<file path="src/rtl/pipelined_sel_mux_if.sv">
// Bus interface for pipelined_sel_mux: upstream payload/handshake plus the
// registered downstream result and its handshake.
// Optional out_parity wire is present when PIPELINED_SEL_MUX_PARITY_EN is defined.
interface pipelined_sel_mux_if #(
  parameter int WIDTH  = 64,
  parameter int NUM_IN = 8
);
  localparam int SEL_W = $clog2(NUM_IN);

  logic [NUM_IN*WIDTH-1:0] in_data;
  logic [SEL_W-1:0]        sel;
  logic                    scan_mode;
  logic                    in_valid;
  logic                    in_ready;
  logic [WIDTH-1:0]        out_data;
  logic [SEL_W-1:0]        out_sel;
  logic                    out_err;
  logic                    out_valid;
  logic                    out_ready;
`ifdef PIPELINED_SEL_MUX_PARITY_EN
  logic                    out_parity;
`endif

  modport master (
    output in_data, sel, scan_mode, in_valid, out_ready,
`ifdef PIPELINED_SEL_MUX_PARITY_EN
    input  out_parity,
`endif
    input  in_ready, out_data, out_sel, out_err, out_valid
  );

  modport slave (
    input  in_data, sel, scan_mode, in_valid, out_ready,
`ifdef PIPELINED_SEL_MUX_PARITY_EN
    output out_parity,
`endif
    output in_ready, out_data, out_sel, out_err, out_valid
  );
endinterface

</file>
<file path="src/rtl/pipelined_sel_mux.sv">
// pipelined_sel_mux: N:1 WIDTH-bit selector with one registered output stage
// and a valid/ready handshake. DIRECT mode selects by the sel input; SCAN mode
// uses an internal round-robin pointer that steps on every accepted transfer.
// Optional feature macro: PIPELINED_SEL_MUX_PARITY_EN adds out_parity.
module pipelined_sel_mux #(
  parameter int  WIDTH  = 64,
  parameter int  NUM_IN = 8,
  localparam int SEL_W  = $clog2(NUM_IN)
) (
  input logic               clk,
  input logic               reset,
  pipelined_sel_mux_if.slave bus
);

  localparam logic [SEL_W:0]   IDX_LIMIT = (SEL_W+1)'(NUM_IN);
  localparam logic [SEL_W-1:0] PTR_LAST  = SEL_W'(NUM_IN - 1);

  logic             accept;
  logic             fire;
  logic [SEL_W-1:0] scan_ptr;
  logic [SEL_W-1:0] idx;
  logic             idx_err;
  logic [WIDTH-1:0] mux_data;

  logic [WIDTH-1:0] data_p1;
  logic [SEL_W-1:0] sel_p1;
  logic             err_p1;
  logic             vld_p1;
`ifdef PIPELINED_SEL_MUX_PARITY_EN
  logic             parity_p1;
`endif

  // Round-robin successor; wraps explicitly so non-power-of-two NUM_IN works.
  function automatic logic [SEL_W-1:0] next_ptr(input logic [SEL_W-1:0] p);
    return (p == PTR_LAST) ? '0 : p + SEL_W'(1);
  endfunction

  // Even/odd parity of a loaded word.
  function automatic logic word_parity(input logic [WIDTH-1:0] d);
    return ^d;
  endfunction

  // Single output register: a new word may enter whenever the slot is empty
  // or is being drained this very cycle.
  assign bus.in_ready = !vld_p1 || bus.out_ready;
  assign accept       = bus.in_valid && bus.in_ready;
  assign fire         = vld_p1 && bus.out_ready;

  assign idx     = bus.scan_mode ? scan_ptr : bus.sel;
  assign idx_err = ({1'b0, idx} >= IDX_LIMIT);

  // Channel mux; an index with no matching channel yields zero.
  always_comb begin
    mux_data = '0;
    for (int k = 0; k < NUM_IN; k++) begin
      if (idx == SEL_W'(k)) mux_data = bus.in_data[k*WIDTH +: WIDTH];
    end
  end

  // ---- stage p0 -> p1 boundary ----

  // Control: output valid flag and the scan pointer.
  always_ff @(posedge clk or negedge reset) begin
    if (!reset) begin
      vld_p1   <= 1'b0;
      scan_ptr <= '0;
    end else begin
      if (accept)    vld_p1 <= 1'b1;
      else if (fire) vld_p1 <= 1'b0;
      if (accept && bus.scan_mode) scan_ptr <= next_ptr(scan_ptr);
    end
  end

  // Payload: captured only on accept, otherwise held across back-pressure.
  always_ff @(posedge clk or negedge reset) begin
    if (!reset) begin
      data_p1   <= '0;
      sel_p1    <= '0;
      err_p1    <= 1'b0;
`ifdef PIPELINED_SEL_MUX_PARITY_EN
      parity_p1 <= 1'b0;
`endif
    end else if (accept) begin
      data_p1   <= idx_err ? '0 : mux_data;
      sel_p1    <= idx;
      err_p1    <= idx_err;
`ifdef PIPELINED_SEL_MUX_PARITY_EN
      parity_p1 <= idx_err ? 1'b0 : word_parity(mux_data);
`endif
    end
  end

  assign bus.out_data  = data_p1;
  assign bus.out_sel   = sel_p1;
  assign bus.out_err   = err_p1;
  assign bus.out_valid = vld_p1;
`ifdef PIPELINED_SEL_MUX_PARITY_EN
  assign bus.out_parity = parity_p1;
`endif

endmodule

</file>
<file path="src/flat_wrapper.sv">
// flat-port wrapper written by rule: the top's interface ports become plain ports
module pipelined_sel_mux_flat 
#(
  parameter int  WIDTH  = 64,
  parameter int  NUM_IN = 8,
  localparam int SEL_W  = $clog2(NUM_IN)
)
  (clk, reset, bus_in_data, bus_sel, bus_scan_mode, bus_in_valid, bus_out_ready, bus_in_ready, bus_out_data, bus_out_sel, bus_out_err, bus_out_valid);
  pipelined_sel_mux_if #(.WIDTH(WIDTH), .NUM_IN(NUM_IN)) bus_i ();
  input logic clk;
  input logic reset;
  input wire logic [$bits(bus_i.in_data)-1:0] bus_in_data;
  input wire logic [$bits(bus_i.sel)-1:0] bus_sel;
  input wire logic [$bits(bus_i.scan_mode)-1:0] bus_scan_mode;
  input wire logic [$bits(bus_i.in_valid)-1:0] bus_in_valid;
  input wire logic [$bits(bus_i.out_ready)-1:0] bus_out_ready;
  output wire logic [$bits(bus_i.in_ready)-1:0] bus_in_ready;
  output wire logic [$bits(bus_i.out_data)-1:0] bus_out_data;
  output wire logic [$bits(bus_i.out_sel)-1:0] bus_out_sel;
  output wire logic [$bits(bus_i.out_err)-1:0] bus_out_err;
  output wire logic [$bits(bus_i.out_valid)-1:0] bus_out_valid;
  assign bus_i.in_data = bus_in_data;
  assign bus_i.sel = bus_sel;
  assign bus_i.scan_mode = bus_scan_mode;
  assign bus_i.in_valid = bus_in_valid;
  assign bus_i.out_ready = bus_out_ready;
  assign bus_in_ready = bus_i.in_ready;
  assign bus_out_data = bus_i.out_data;
  assign bus_out_sel = bus_i.out_sel;
  assign bus_out_err = bus_i.out_err;
  assign bus_out_valid = bus_i.out_valid;
  pipelined_sel_mux #(.WIDTH(WIDTH), .NUM_IN(NUM_IN)) u_core (.clk(clk), .reset(reset), .bus(bus_i));
endmodule
</file>
<file path="config.mk">
export PLATFORM = sky130hd
export DESIGN_NAME = pipelined_sel_mux_flat
export DESIGN_NICKNAME = d
export VERILOG_FILES = /design/src/rtl/pipelined_sel_mux_if.sv /design/src/rtl/pipelined_sel_mux.sv /design/src/flat_wrapper.sv
export SDC_FILE = /design/constraint.sdc
export NUM_CORES = 1
export LEC_CHECK = 0
export BUFFER_PORTS_ARGS = -buffer_cell sky130_fd_sc_hd__buf_2
export CORE_AREA = 2 2 230 232
export CTS_CLUSTER_DIAMETER = 50
export CTS_CLUSTER_SIZE = 40
export DETAILED_ROUTE_END_ITERATION = 7
export DIE_AREA = 0 0 232 234
export GPL_ROUTABILITY_DRIVEN = 0
export SLEW_MARGIN = 20
export SYNTH_ARGS = -nofsm -noshare
export SYNTH_HDL_FRONTEND = slang
export SYNTH_SLANG_ARGS = --single-unit
</file>
<file path="constraint.sdc">
create_clock -name clk -period 1.65 [get_ports clk]
set_clock_uncertainty 0.05 [all_clocks]
set_input_delay 0 -clock clk [delete_from_list [all_inputs] [get_ports clk]]
set_output_delay 0 -clock clk [all_outputs]
set_load 0.02 [all_outputs]
</file>
==> results.cfg <==
[run_status]
status = complete, but fails checks
violations = setup timing

[pwr]
power_density_mw_per_mm2 = 1220
leakage_uw = 0.00777
irDropWorstVdd_mv = 0.606

[sta]
fin_crit_sh_pct = 116
slew_violations = 0
min_period_ns = 1.91
hold_viol = 0
setup-tns-final_ns = -11.69
final-setup-viol-count = 64
setup_slack_ns = -0.264
fmax_ghz = 0.522
rsz0062_at_grt = true
slew_headroom_pct = 66.5
worstMarginPinSlew_ns = 0.502

[grt]
grt_pass1_vias = 12500
grt_max_degree = 72
track_usage_pct = 17.8
grt_pass1_wl_um = 72200
antenna_found_initial = 6
grt.overflow.total = 0

[critical_path]
critPathTopFamily = buffers and inverters
end_kind = flop
critPathCapture = u_core.bus.out_data[44]$_DFFE_PN0P_
crit_buf_inv = 4
cp.depth = 9
crit_start = u_core.scan_ptr[1]$_DFFE_PN0P_
rrSetupSlack_ns = -0.26
path_cells = buf_6 > mux2i_4 > buf_6 > buf_6 > clkbuf_16 > nand2_1 > a21oi_2 > o31ai_2 > a21oi_1
r2r_cells = 9
slowest_delay_ns = 0.42
path_max_fanout = 6
critPathSlowestCell = dfrtp_1
criticalPathCategory = flop to flop
startpoint_type = flop
rr_startpoint = u_core.scan_ptr[1]$_DFFE_PN0P_
critPathMostFrequentCell = buf_6
arrival_ns = 2.15
r2r-end = u_core.bus.out_data[44]$_DFFE_PN0P_
worstPathRequired_ns = 1.89

[logic_synthesis]
syn_nets = 1634
ys_warn_count = 0
syn_area_mm2 = 0.00738
synth-edff-count = 0
ys_types = 32
ys.flop_type = dfrtp_1
seq_area_frac_synth_pct = 24.1
syn-mean-instance-area_um2 = 6.64
synth_cells = 1112
yosys_register_bits = 71
synthArstFlopShare_pct = 100

[route]
vias_per_cell = 4.92
wl_met1_um = 23600
vias = 13300
wl_met2_um = 30700
wirelength_um = 65600
wl_met3_um = 6740
drt_pass1_iterations = 5
ant_nets = 0
routed.top_layer = met5
drc = 0
drt_iter0_drc = 1056
routedWlPerCell_um = 24.3

[cells_and_area]
finish.utilization_pct = 32.9
mostFrequentLayoutCells = buf_2 (587), nand2_1 (338), dlygate4sd3_1 (239), nor2_1 (113), a21oi_2 (92)
areaGrowthSynthToFinish_pct = 132
fill_cells = 5253
final_common_cell = buf_2
drive_gt1_share_pct = 53.0
nets = 2523

[placed_design]
io_buffers = 588
dp_hpwl_um = 37400
dp_slack_ns = -0.340

[clocking]
htree_levels = 3
clock_path_buffers = 2
numClockSinks = 71
numCtsBuffers = 9
root_buffer = clkbuf_16
insertion_delay_ns = 0.37
tritoncts = done
path_clk_slew_ns = 0.06

[worst_hold_path]
min_path_type = primary input to flop
hold_path.startpoint = bus_in_data[424]

[floorplan]
ios = 590
rows = 84
die_h_um = 234
core_area_mm2 = 0.0520
die_w_um = 232
start_util_pct = 14.2
die_area_mm2 = 0.0543

[run]
maxCapViolCount = 0
## repair_timing
action | in CTS | in global routing
hold buffers | 238 | 1
buffers inserted | 6 | 25
pin swaps | 6 | 81
setup endpoints to repair | 64 | 64
gates resized for setup | 83 | 264
endpoints found under the hold margin | 139 | 1
cloned | 1 | 36
## worst min path at each step
stage / slack (ns) / endpoint / depth (start not counted)
after floorplan: -0.35 / u_core.bus.out_data[0]$_DFFE_PN0P_ / 0
after global placement: 0.02 / u_core.bus.out_data[46]$_DFFE_PN0P_ / 2
after detailed placement: 0.02 / u_core.bus.out_data[40]$_DFFE_PN0P_ / 2
after CTS: 0.004 / u_core.bus.out_data[40]$_DFFE_PN0P_ / 5
after global routing: 0.04 / u_core.bus.out_data[14]$_DFFE_PN0P_ / 5
final: 0.04 / u_core.bus.out_data[40]$_DFFE_PN0P_ / 5
## routing by layer
| layer | global-route usage, % | vias to the layer above |
|---|---|---|
| met5 | 0 | - |
| met4 | 11.1 | 2 |
| met3 | 4.80 | 275 |
| met2 | 30.2 | 1141 |
| met1 | 19.8 | 6125 |
| li1 | - | 5726 |
## flip-flops by register name, indices dropped and copies added (netlist names)
| signal | flops |
|---|---|
| u_core.scan_ptr | 3 |
| u_core.bus.out_data | 64 |
| u_core.bus.out_sel | 3 |
| u_core.bus.out_valid | 1 |
## cell type report
type	count	area, µm²	area share [%]
diodes	5	12.5	0.0731
clock buffers	10	239	1.40
clock inverters	6	60.1	0.351
inverters	2	7.51	0.0438
multi-input cells	934	6370	37.2
flip-flops and latches	71	1780	10.4
well taps	688	861	5.03
repair buffers	983	7790	45.5
## kinds of logic (layout without fill, tap and decap cells)
group / count (synthesis) / in the layout / synth area share [%]
adders and majority gates: 2 / 2 / 0.339
buffers and inverters: 107 / 1001 / 8.47
and+or+nand+nor: 530 / 530 / 27.3
other: 1 / 6 / 0.0508
muxes: 6 / 6 / 0.881
DFF: 71 / 71 / 24.1
AOI/OAI and AO/OA: 395 / 395 / 38.9
## report_power, final
part / total, µW / internal [µW] / switching (µW) / leakage, µW
Combinational: 15100 / 6800 / 8340 / 0.00672
Clock: 2170 / 1210 / 960 / 0.000144
Sequential: 3650 / 2600 / 1050 / 0.000903
Total: 21000 / 10600 / 10300 / 0.00777
## worst min-delay path, delay by kind of cell
kind                   cells  cell delay (ns)
AOI/OAI and AO/OA          2             0.16
buffers and inverters      1             0.09
and+or+nand+nor            2             0.17
## synthesized netlist by cell type (2+ instances only)
library cell  instances  area share (%)
nand2_1             390              20
a21oi_1             193              13
nor2_1              130             6.6
dfrtp_1              71              24
o22ai_1              64             5.4
o31ai_1              64             6.5
a221oi_2             60              12
buf_2                50             3.4
clkbuf_1             30             1.5
buf_6                20             3.1
a221oi_1              4            0.47
buf_4                 3            0.31
mux2_2                3            0.46
o21ai_0               3            0.20
a21o_1                2            0.20
a32o_1                2            0.27
and2_1                2            0.17
buf_1                 2            0.10
ha_1                  2            0.34
inv_1                 2            0.10
mux2i_1               2            0.27
nand2b_1              2            0.17
nor3_1                2            0.14
## per-stage QoR
stage	power [µW]	instance area [µm²]	cells	hold WS (ns)
finish	21000	17100	2699	0.0448
global route	21900	17100	2699	0.0396
CTS	17300	14900	2635	0.00372
detailed placement	13900	11800	2374	0.0172
global placement	13900	11800	2374	0.0194
floorplan	9330	7420	1112	-0.346
(Power assumes the default switching activity.)
